## config.mk

```make
export PLATFORM = sky130hd
export DESIGN_NAME = uart_word_link
export DESIGN_NICKNAME = d
export VERILOG_FILES = /design/src/rtl/uart_word_link_pkg.sv /design/src/rtl/uart_rx_byte.sv /design/src/rtl/uart_word_link.sv
export SDC_FILE = /design/constraint.sdc
export NUM_CORES = 1
export LEC_CHECK = 0
export CAP_MARGIN = 30
export CORE_MARGIN = 5
export CORE_UTILIZATION = 50
export CTS_CLUSTER_DIAMETER = 40
export DETAILED_ROUTE_END_ITERATION = 8
export GPL_TIMING_DRIVEN = 0
export HOLD_SLACK_MARGIN = 0.12
export PLACE_DENSITY_LB_ADDON = 0.2
export RECOVER_POWER = 50
export SYNTH_ARGS = -nofsm -noshare
export SYNTH_HDL_FRONTEND = slang
export SYNTH_SLANG_ARGS = --single-unit
```

## constraint.sdc

```tcl
create_clock -name CLK -period 1.7 [get_ports CLK]
set_clock_uncertainty 0.15 [all_clocks]
set_input_delay 0.255 -clock CLK [delete_from_list [all_inputs] [get_ports CLK]]
set_output_delay 0.255 -clock CLK [all_outputs]
set_load 0.005 [all_outputs]
```

## src/rtl/uart_word_link_pkg.sv

```systemverilog
// Shared constants, baud divider derivation and FSM state types for the UART word link.
package uart_word_link_pkg;

  localparam int FRAME_BITS = 11;
  localparam int WORD_BYTES = 4;

  typedef enum logic [2:0] {
    TX_IDLE,
    TX_START,
    TX_DATA,
    TX_PARITY,
    TX_STOP,
    TX_DONE
  } tx_state_t;

  typedef enum logic [2:0] {
    RX_IDLE,
    RX_START,
    RX_DATA,
    RX_PARITY,
    RX_STOP
  } rx_state_t;

  function automatic int calc_div(input int clk_hz, input int baud);
    return clk_hz / baud;
  endfunction

  function automatic logic parity_bit(input logic [7:0] data, input logic odd);
    return (^data) ^ odd;
  endfunction

endpackage

```

## src/rtl/uart_rx_byte.sv

```systemverilog
// UART byte deframer: Rx synchronizer, mid-bit sampling and parity check.
module uart_rx_byte
  import uart_word_link_pkg::*;
#(
  parameter int DIV        = 434,
  parameter bit PARITY_ODD = 1'b0
) (
  input  logic       clk,
  input  logic       clr,
  input  logic       rx,
  output logic       byte_ok,
  output logic [7:0] byte_data,
  output logic       parity_bad
);

  localparam int CNT_W = (DIV > 1) ? $clog2(DIV) : 1;
  localparam logic [CNT_W-1:0] LAST_TICK = CNT_W'(DIV - 1);
  localparam logic [CNT_W-1:0] HALF_LAST = CNT_W'(DIV / 2 - 1);

  logic             sync1, sync2, sync_prev;
  rx_state_t        state, state_next;
  logic [CNT_W-1:0] cnt;
  logic [2:0]       bit_idx;
  logic [7:0]       shreg;
  logic             par_sample;
  logic             sample;

  always_ff @(posedge clk) begin
    if (clr) begin
      sync1     <= 1'b1;
      sync2     <= 1'b1;
      sync_prev <= 1'b1;
    end else begin
      sync1     <= rx;
      sync2     <= sync1;
      sync_prev <= sync2;
    end
  end

  assign sample = (cnt == LAST_TICK);

  // Start is re-checked half a bit after the falling edge so short glitches are dropped.
  always_comb begin
    state_next = state;
    byte_ok    = 1'b0;
    case (state)
      RX_IDLE:   if (sync_prev && !sync2) state_next = RX_START;
      RX_START:  if (cnt == HALF_LAST) state_next = sync2 ? RX_IDLE : RX_DATA;
      RX_DATA:   if (sample && bit_idx == 3'd7) state_next = RX_PARITY;
      RX_PARITY: if (sample) state_next = RX_STOP;
      RX_STOP: begin
        if (sample) begin
          state_next = RX_IDLE;
          byte_ok    = sync2;
        end
      end
      default:   state_next = RX_IDLE;
    endcase
  end

  assign byte_data  = shreg;
  assign parity_bad = parity_bit(shreg, PARITY_ODD) != par_sample;

  always_ff @(posedge clk) begin
    if (clr) begin
      state      <= RX_IDLE;
      cnt        <= '0;
      bit_idx    <= '0;
      shreg      <= '0;
      par_sample <= 1'b0;
    end else begin
      state <= state_next;
      if (state == RX_IDLE || state != state_next || sample) begin
        cnt <= '0;
      end else begin
        cnt <= cnt + 1'b1;
      end
      if (state == RX_IDLE) begin
        bit_idx <= '0;
      end
      if (state == RX_DATA && sample) begin
        shreg   <= {sync2, shreg[7:1]};
        bit_idx <= bit_idx + 1'b1;
      end
      if (state == RX_PARITY && sample) begin
        par_sample <= sync2;
      end
    end
  end

endmodule

```

## src/rtl/uart_word_link.sv

```systemverilog
// UART word link: sends one 32-bit word as four framed bytes per CLR pulse and
// reassembles received bytes into 32-bit words; also exports the bit-rate clock.
module uart_word_link
  import uart_word_link_pkg::*;
#(
  parameter int CLK_HZ     = 50_000_000,
  parameter int BAUD       = 115200,
  parameter bit PARITY_ODD = 1'b0
) (
  input  logic        CLK,
  input  logic        CLR,
  input  logic        CLR_Rec,
  input  logic [31:0] Data_Tx,
  input  logic        Rx,
  output logic        Tx,
  output logic        CLK_B,
  output logic [7:0]  Data_Rx,
  output logic        Data_Ready,
  output logic        parity_err,
  output logic [31:0] Final_Data,
  output logic        Final_Data_Ready
);

  localparam int DIV   = calc_div(CLK_HZ, BAUD);
  localparam int CNT_W = (DIV > 1) ? $clog2(DIV) : 1;
  localparam logic [CNT_W-1:0] LAST_TICK = CNT_W'(DIV - 1);
  localparam logic [CNT_W-1:0] HALF_TICK = CNT_W'(DIV / 2);
  localparam logic [1:0]       LAST_BYTE = 2'(WORD_BYTES - 1);

  logic [CNT_W-1:0] baud_cnt;

  always_ff @(posedge CLK) begin
    if (CLR || baud_cnt == LAST_TICK) begin
      baud_cnt <= '0;
    end else begin
      baud_cnt <= baud_cnt + 1'b1;
    end
  end

  assign CLK_B = (baud_cnt >= HALF_TICK);

  tx_state_t        tx_state, tx_next;
  logic [CNT_W-1:0] tx_tick;
  logic [2:0]       tx_bit;
  logic [1:0]       tx_byte;
  logic [31:0]      tx_word;
  logic [7:0]       tx_cur;
  logic             bit_end;

  assign bit_end = (tx_tick == LAST_TICK);
  assign tx_cur  = tx_word[31:24];

  // IDLE is only ever seen right after reset, so leaving it is the one-shot word load.
  always_comb begin
    tx_next = tx_state;
    Tx      = 1'b1;
    case (tx_state)
      TX_IDLE:  tx_next = TX_START;
      TX_START: begin
        Tx = 1'b0;
        if (bit_end) tx_next = TX_DATA;
      end
      TX_DATA: begin
        Tx = tx_cur[tx_bit];
        if (bit_end && tx_bit == 3'd7) tx_next = TX_PARITY;
      end
      TX_PARITY: begin
        Tx = parity_bit(tx_cur, PARITY_ODD);
        if (bit_end) tx_next = TX_STOP;
      end
      TX_STOP:  if (bit_end) tx_next = (tx_byte == LAST_BYTE) ? TX_DONE : TX_START;
      TX_DONE:  tx_next = TX_DONE;
      default:  tx_next = TX_IDLE;
    endcase
  end

  always_ff @(posedge CLK) begin
    if (CLR) begin
      tx_state <= TX_IDLE;
      tx_tick  <= '0;
      tx_bit   <= '0;
      tx_byte  <= '0;
      tx_word  <= '0;
    end else begin
      tx_state <= tx_next;
      if (tx_state == TX_IDLE) begin
        tx_word <= Data_Tx;
        tx_tick <= '0;
        tx_bit  <= '0;
        tx_byte <= '0;
      end else if (tx_state != TX_DONE) begin
        tx_tick <= bit_end ? '0 : tx_tick + 1'b1;
        if (bit_end && tx_state == TX_DATA) tx_bit <= tx_bit + 1'b1;
        if (bit_end && tx_state == TX_STOP) begin
          tx_byte <= tx_byte + 1'b1;
          tx_word <= {tx_word[23:0], 8'h00};
        end
      end
    end
  end

  logic        rx_clr;
  logic        byte_ok;
  logic [7:0]  byte_data;
  logic        parity_bad;
  logic [1:0]  byte_cnt;
  logic [31:0] staging;

  assign rx_clr = CLR | CLR_Rec;

  uart_rx_byte #(
    .DIV       (DIV),
    .PARITY_ODD(PARITY_ODD)
  ) u_rx (
    .clk       (CLK),
    .clr       (rx_clr),
    .rx        (Rx),
    .byte_ok   (byte_ok),
    .byte_data (byte_data),
    .parity_bad(parity_bad)
  );

  // Word assembly shares the byte strobe so both ready pulses land in the same cycle.
  always_ff @(posedge CLK) begin
    if (rx_clr) begin
      Data_Rx          <= '0;
      parity_err       <= 1'b0;
      Data_Ready       <= 1'b0;
      Final_Data       <= '0;
      Final_Data_Ready <= 1'b0;
      byte_cnt         <= '0;
      staging          <= '0;
    end else begin
      Data_Ready       <= byte_ok;
      Final_Data_Ready <= byte_ok && (byte_cnt == LAST_BYTE);
      if (byte_ok) begin
        Data_Rx    <= byte_data;
        parity_err <= parity_bad;
        staging    <= {staging[23:0], byte_data};
        byte_cnt   <= byte_cnt + 1'b1;
        if (byte_cnt == LAST_BYTE) begin
          Final_Data <= {staging[23:0], byte_data};
        end
      end
    end
  end

endmodule

```

After elaboration in Yosys (flattened, before gate mapping)
Index checks and enable logic that the tools add are counted.
{ "op_classes": {"n_addsub": 7, "order_cmp": 2, "eq_ne": 24, "n_mux": 24, "bitwise": 1, "reduce_logical": 26} }
{ "op_table": {"columns": ["cell", "n"], "rows": [
  ["two-way mux 32 bit", 3],
  ["two-way mux 3 bit", 12],
  ["adder 9 x 1 -> 9 bit, second input constant", 3],
  ["equality test 9 bit, second input constant", 3],
  ["case mux 3 bit (6 select lines)", 1],
  ["parity 8 bit", 2],
  ["equality test 3 bit, second input constant", 5],
  ["case mux 3 bit (5 select lines)", 1],
  ["equality test 3 x 2 -> 1 bit, second input constant", 4],
  ["equality test 9 x 8 -> 1 bit, second input constant", 1],
  [">= comparator 9 x 8 -> 1 bit, second input constant", 1],
  ["two-way mux 9 bit", 1],
  ["logical AND 1 bit", 8],
  ["inequality test 2 bit, second input constant", 4],
  ["AND reduction 2 bit", 4],
  ["adder 3 x 1 -> 3 bit, second input constant", 2],
  ["equality test 3 x 1 -> 1 bit, second input constant", 2],
  ["zero test 3 bit", 2],
  ["nonzero test 2 bit", 3],
  ["adder 2 x 1 -> 2 bit, second input constant", 2],
  ["equality test 2 bit, second input constant", 2],
  ["< comparator 3 x 4 -> 1 bit, second input constant", 1],
  ["AND reduction 4 bit", 1],
  ["OR reduction 2 bit", 2],
  ["10 further kinds", 14]
]} }
{ "totals": {"reg_bits": 154, "inputBits": 36, "output_inout_bits": 45, "word_cells": 105} }

Logic depth before layout (Yosys ltp)
{ "logic_depth": {"depth_word": 8, "mapped_depth": 9, "depth_no_buf": 6} }

Hierarchy
From an unflattened synthesis, not the netlist that was laid out.
{ "hier_totals": {"hier_cells": 712, "hier_area_um2": 6278.5} }
{ "by_module_without_submodules": {"columns": ["mod", "n_inst", "cells_each", "area_per_inst_um2", "seq_area_each_um2"], "rows": [
  ["uart_word_link", 1, 570, 4923.5, 2382.3],
  ["uart_rx_byte", 1, 142, 1355.0, 540.5]
]} }

Least setup slack after synthesis
OpenSTA, ideal clock, no wires.
{ "synth_timing": {"path_kind": "register -> register", "from": "reg u_rx.cnt[1]", "to": "reg Data_Rx[0]", "setup_time_ps": 128, "arrival_time_ps": 1570, "required_ps": 1422, "path_slack_ps": -148, "stages_incl_launch_ff": 10, "n_path_buf": 3, "synth_period_minus_slack_ps": 1848, "cell_sequence": "dfxtp_1 -> inv_1 -> ha_1 -> and4b_1 -> buf_2 -> nand3_1 -> buf_4 -> buf_6 -> mux2i_1 -> nor2_1"} }
{ "synth_via": {"elab_chain_cells": 3} }
{ "synth_rtl": {"columns": ["item", "line_no", "source"], "rows": [
  ["from (decl)", "uart_rx_byte.sv:22", "logic [CNT_W-1:0] cnt;"],
  ["from (signal assigned)", "uart_rx_byte.sv:76", "cnt <= cnt + 1'b1;"],
  ["equality test 9 bit", "uart_rx_byte.sv:40", "assign sample = (cnt == LAST_TICK);"],
  ["two-way mux 1 bit", "uart_rx_byte.sv:52", "if (sample) begin"],
  ["two-way mux 1 bit", "uart_rx_byte.sv:46", "case (state)"],
  ["to (signal assigned)", "uart_word_link.sv:137", "Data_Rx <= byte_data;"],
  ["to (decl)", "uart_word_link.sv:17", "output logic [7:0] Data_Rx,"]
]} }
Every way passes these cells.
A chain may end at the register's enable or synchronous reset.

Final worst setup path
{ "layout_timing": {"from": "reg tx_bit[0]", "to": "out Tx"} }
{ "layout_via": {"elab_chain_cells": 3} }
{ "layout_rtl": {"columns": ["item", "line_no", "source"], "rows": [
  ["from (decl)", "uart_word_link.sv:44", "logic [2:0] tx_bit;"],
  ["from (signal assigned)", "uart_word_link.sv:93", "if (bit_end && tx_state == TX_DATA) tx_bit <= tx_bit + 1'b1;"],
  ["binary-select mux 1 bit (select 3 bit)", "uart_word_link.sv:64", "Tx = tx_cur[tx_bit];"],
  ["two-way mux 1 bit (implied by the code)", "uart_word_link.sv:64", null],
  ["case mux 1 bit (3 select lines)", "uart_word_link.sv:57", "case (tx_state)"],
  ["to (decl)", "uart_word_link.sv:15", "output logic Tx,"]
]} }
Every way passes these cells. The select of a mux whose other input is x is not followed.

==> results.sh <==
export IMPL_status="finished with violations"
export IMPL_violations="negative setup slack"
export IMPL_hold_depth=3
export IMPL_drt_iter0_drc=414
export IMPL_firstDrtPassIters=7
export IMPL_clkPwrFrac=0.486
export IMPL_comb_power_share=0.067
export IMPL_tns_ns=-21.63
export IMPL_worstPathMaxFanout=3
export IMPL_p_leak_nw=3.83
export IMPL_wl_per_cell_um=19.1
export IMPL_grtUsageTotal=0.244
export IMPL_grt_max_degree=17
export IMPL_synth_net_count=741
export IMPL_relSlewSlack=0.531
export IMPL_path_class="flip-flop to output port"
export IMPL_die_h_um=123
export IMPL_seqPwrFrac=0.447
export IMPL_synth_edf_count=0
export IMPL_nets=909
export IMPL_synth_async_reset_ratio=0
export IMPL_grt_pass1_vias=5893
export IMPL_synth_adder_area_share=0.0256
export IMPL_synthTopCellsByCount="dfxtp_1 (146), nor2_1 (89), nand2_1 (64), mux2i_1 (61), a21oi_1 (51)"
export IMPL_syn_inst=692
export IMPL_setup_violations=131
export IMPL_totalWireLength_um=19900
export IMPL_finalMaxSlewViolations=0
export IMPL_start_util=0.506
export IMPL_cts_root_buf="clkbuf_16"
export IMPL_yosys_area_share_simple=0.186
export IMPL_rows=41
export IMPL_detail_route_antenna_nets=0
export IMPL_intPower_mw=6.03
export IMPL_hold_class="input pin to flip-flop"
export IMPL_vdd_drop_max_v=0.000675
export IMPL_synth_mux_area_frac=0.103
export IMPL_viasPerCell=5.77
export IMPL_num_vias=6025
export IMPL_drc=0
export IMPL_synth_top_area_cell="dfxtp_1"
export IMPL_min_period_over_period=1.39
export IMPL_ys_top_cells_by_area="dfxtp_1 (46%), mux2i_1 (9.6%), nor2_1 (5.3%)"
export IMPL_rsz0062_at_grt="true"
export IMPL_seqCellArea_um2=2980
export IMPL_period_minus_slack_ns=2.36
export IMPL_area_delta_synth_final_pct=51.1
export IMPL_reg2reg_depth=10
export IMPL_drive_gt1_frac=0.347
export IMPL_cts_max_level=4
export IMPL_ys_seq_area_frac=0.460
export IMPL_synth_xor_area_share=0.0531
export IMPL_required_ns=1.29
export IMPL_max_freq_mhz=424
export IMPL_multi_input_area_um2=3790
export IMPL_maxCapViolCount=0
export IMPL_clockBufferDepth=2
export IMPL_die_area_um2=15100
export IMPL_synth_ff_type="dfxtp_1"
export IMPL_die_x_um=123
export IMPL_ys_ff_latch=146
export IMPL_tightest_slew_ns=0.704
export IMPL_syn_area_um2=6360
export IMPL_gp_congestion=0.834
export IMPL_grt_pass1_wl_um=28900
export IMPL_synth_top_family_by_area="simple AND/OR/NAND/NOR gates"
export IMPL_hpwl_um=10700
export IMPL_insertedDiodeCount=0
export IMPL_yosysMostFrequentCell="dfxtp_1"
export IMPL_hold_viol=0
export IMPL_core_area_um2=12600
export IMPL_port_buffers=79
export IMPL_switchingPower_mw=1.86
export IMPL_ys_warn_count=0
export IMPL_yosys_area_top_type_share=0.460
export IMPL_p_sw_frac=0.236
export IMPL_clkSinkCount=146
export IMPL_clk_latency_ns=0.43
export IMPL_clk_pin_slew_ns=0.06
export IMPL_cp_end_kind="output port"
export IMPL_synthDistinctLibCells=54
export IMPL_post_place_ws_ns=-0.580
export IMPL_worst_slack_ns=-0.661
export IMPL_arrival_ns=1.96
export IMPL_pin_count=81
export IMPL_cts_tree="done"
export IMPL_n_fill_cell=793
export IMPL_synth_area_per_cell_um2=9.19
export IMPL_pwr_density_cell_nw_per_um2=821
export IMPL_cts_buffers=17
export IMPL_grt_overflow_total=0
export IMPL_synth_compound_area_frac=0.123
export IMPL_antenna_found_initial=0
export IMPL_start_kind="flip-flop"
-- area by class of cell --
class,instances,share of cell area
Multi-Input combinational cell,482,0.395
Buffer,52,0.0443
Sequential cell,146,0.310
Tap cell,172,0.0224
Inverter,9,0.00352
Clock inverter,11,0.0132
Clock buffer,21,0.0491
Timing Repair Buffer,152,0.162
-- power by group through the flow --
stage          combinational (mW)  clock [mW]  sequential (mW)
4_1_cts                     0.479        3.80             3.52
2_1_floorplan               0.235           0             3.59
3_5_place_dp                0.385           0             3.60
5_1_grt                     0.564        4.00             3.53
6_report                    0.528        3.84             3.53
3_3_place_gp                0.373           0             3.60
-- kinds of logic after synthesis --
kind of cell,after synthesis
AND/OR/NAND/NOR,241
flip-flops,146
AO/OA/AOI/OAI,127
buffers and inverters,65
multiplexers,63
XOR/XNOR,37
adder cells (fa/ha/maj),13
-- through the flow --
| stage | util | hold WS (ns) | power [mW] | cell area [um^2] | std cells |
|---|---|---|---|---|---|
| floorplan | - | 0.204 | 3.82 | 6420 | 692 |
| global placement | 0.591 | 0.238 | 3.97 | 7420 | 943 |
| detailed placement | 0.591 | 0.242 | 3.99 | 7420 | 943 |
| CTS | 0.724 | 0.217 | 7.80 | 9100 | 1034 |
| global route | 0.764 | 0.240 | 8.10 | 9610 | 1045 |
| finish | 0.764 | 0.231 | 7.89 | 9610 | 1045 |
-- what timing repair did --
action,4_1_cts,5_1_grt
hold buffers,1,0
endpoints found under the hold margin,13,0
resized for setup,181,156
setup buffers,49,20
pin swaps,61,50
cloned,11,3
endpoints found under the setup margin,141,164
-- cell usage in the layout, fill, tap and decap left out, drive strengths merged, types with 11 or more instances in the layout --
cell           instances
dfxtp                146
buf                  101
nor2                  90
nand2                 64
mux2i                 61
a21oi                 52
clkdlybuf4s50         47
clkbuf                46
o21ai                 36
a311oi                24
xnor2                 22
clkdlybuf4s25         19
nand3                 18
xor2                  14
nor3                  14
ha                    13
dlygate4sd2           11
nand4                 11
inv                   11
-- metal layers --
metal  vias up  track usage  part of all wire
li1       2790            -                 -
met1      2937        0.282              0.39
met2       232        0.436              0.51
met3        66       0.0475             0.052
met4         0        0.104             0.042
met5         -            0                 0
-- registers in the layout, indices dropped and copies added (netlist names) --
register,count
Final_Data,32
tx_word,32
u_rx.par_sample,1
u_rx.state,3
Data_Ready,1
Final_Data_Ready,1
byte_cnt,2
u_rx.sync_prev,1
baud_cnt,9
u_rx.byte_data,8
u_rx.bit_idx,3
u_rx.sync1,1
tx_state,3
Data_Rx,7
tx_byte,2
u_rx.sync2,1
u_rx.cnt,9
staging,17
parity_err,1
tx_bit,3
tx_tick,9
-- worst max-delay path, cell delays in order, from the launching register on --
cell	delay [ns]
dfxtp_4	0.36
mux4_2	0.49
mux2i_1	0.17
a21oi_1	0.08
a311o_1	0.28
buf_2	0.14
-- worst paths after layout --
kind         slack [ns]        from          end
max reg2reg       -0.32  tx_tick[1]  tx_word[15]
min reg2reg        0.27  u_rx.sync1   u_rx.sync2
min                0.23  Data_Tx[3]   tx_word[3]
max               -0.66   tx_bit[0]           Tx
No activity file was read; power rests on OpenSTA's default activity.
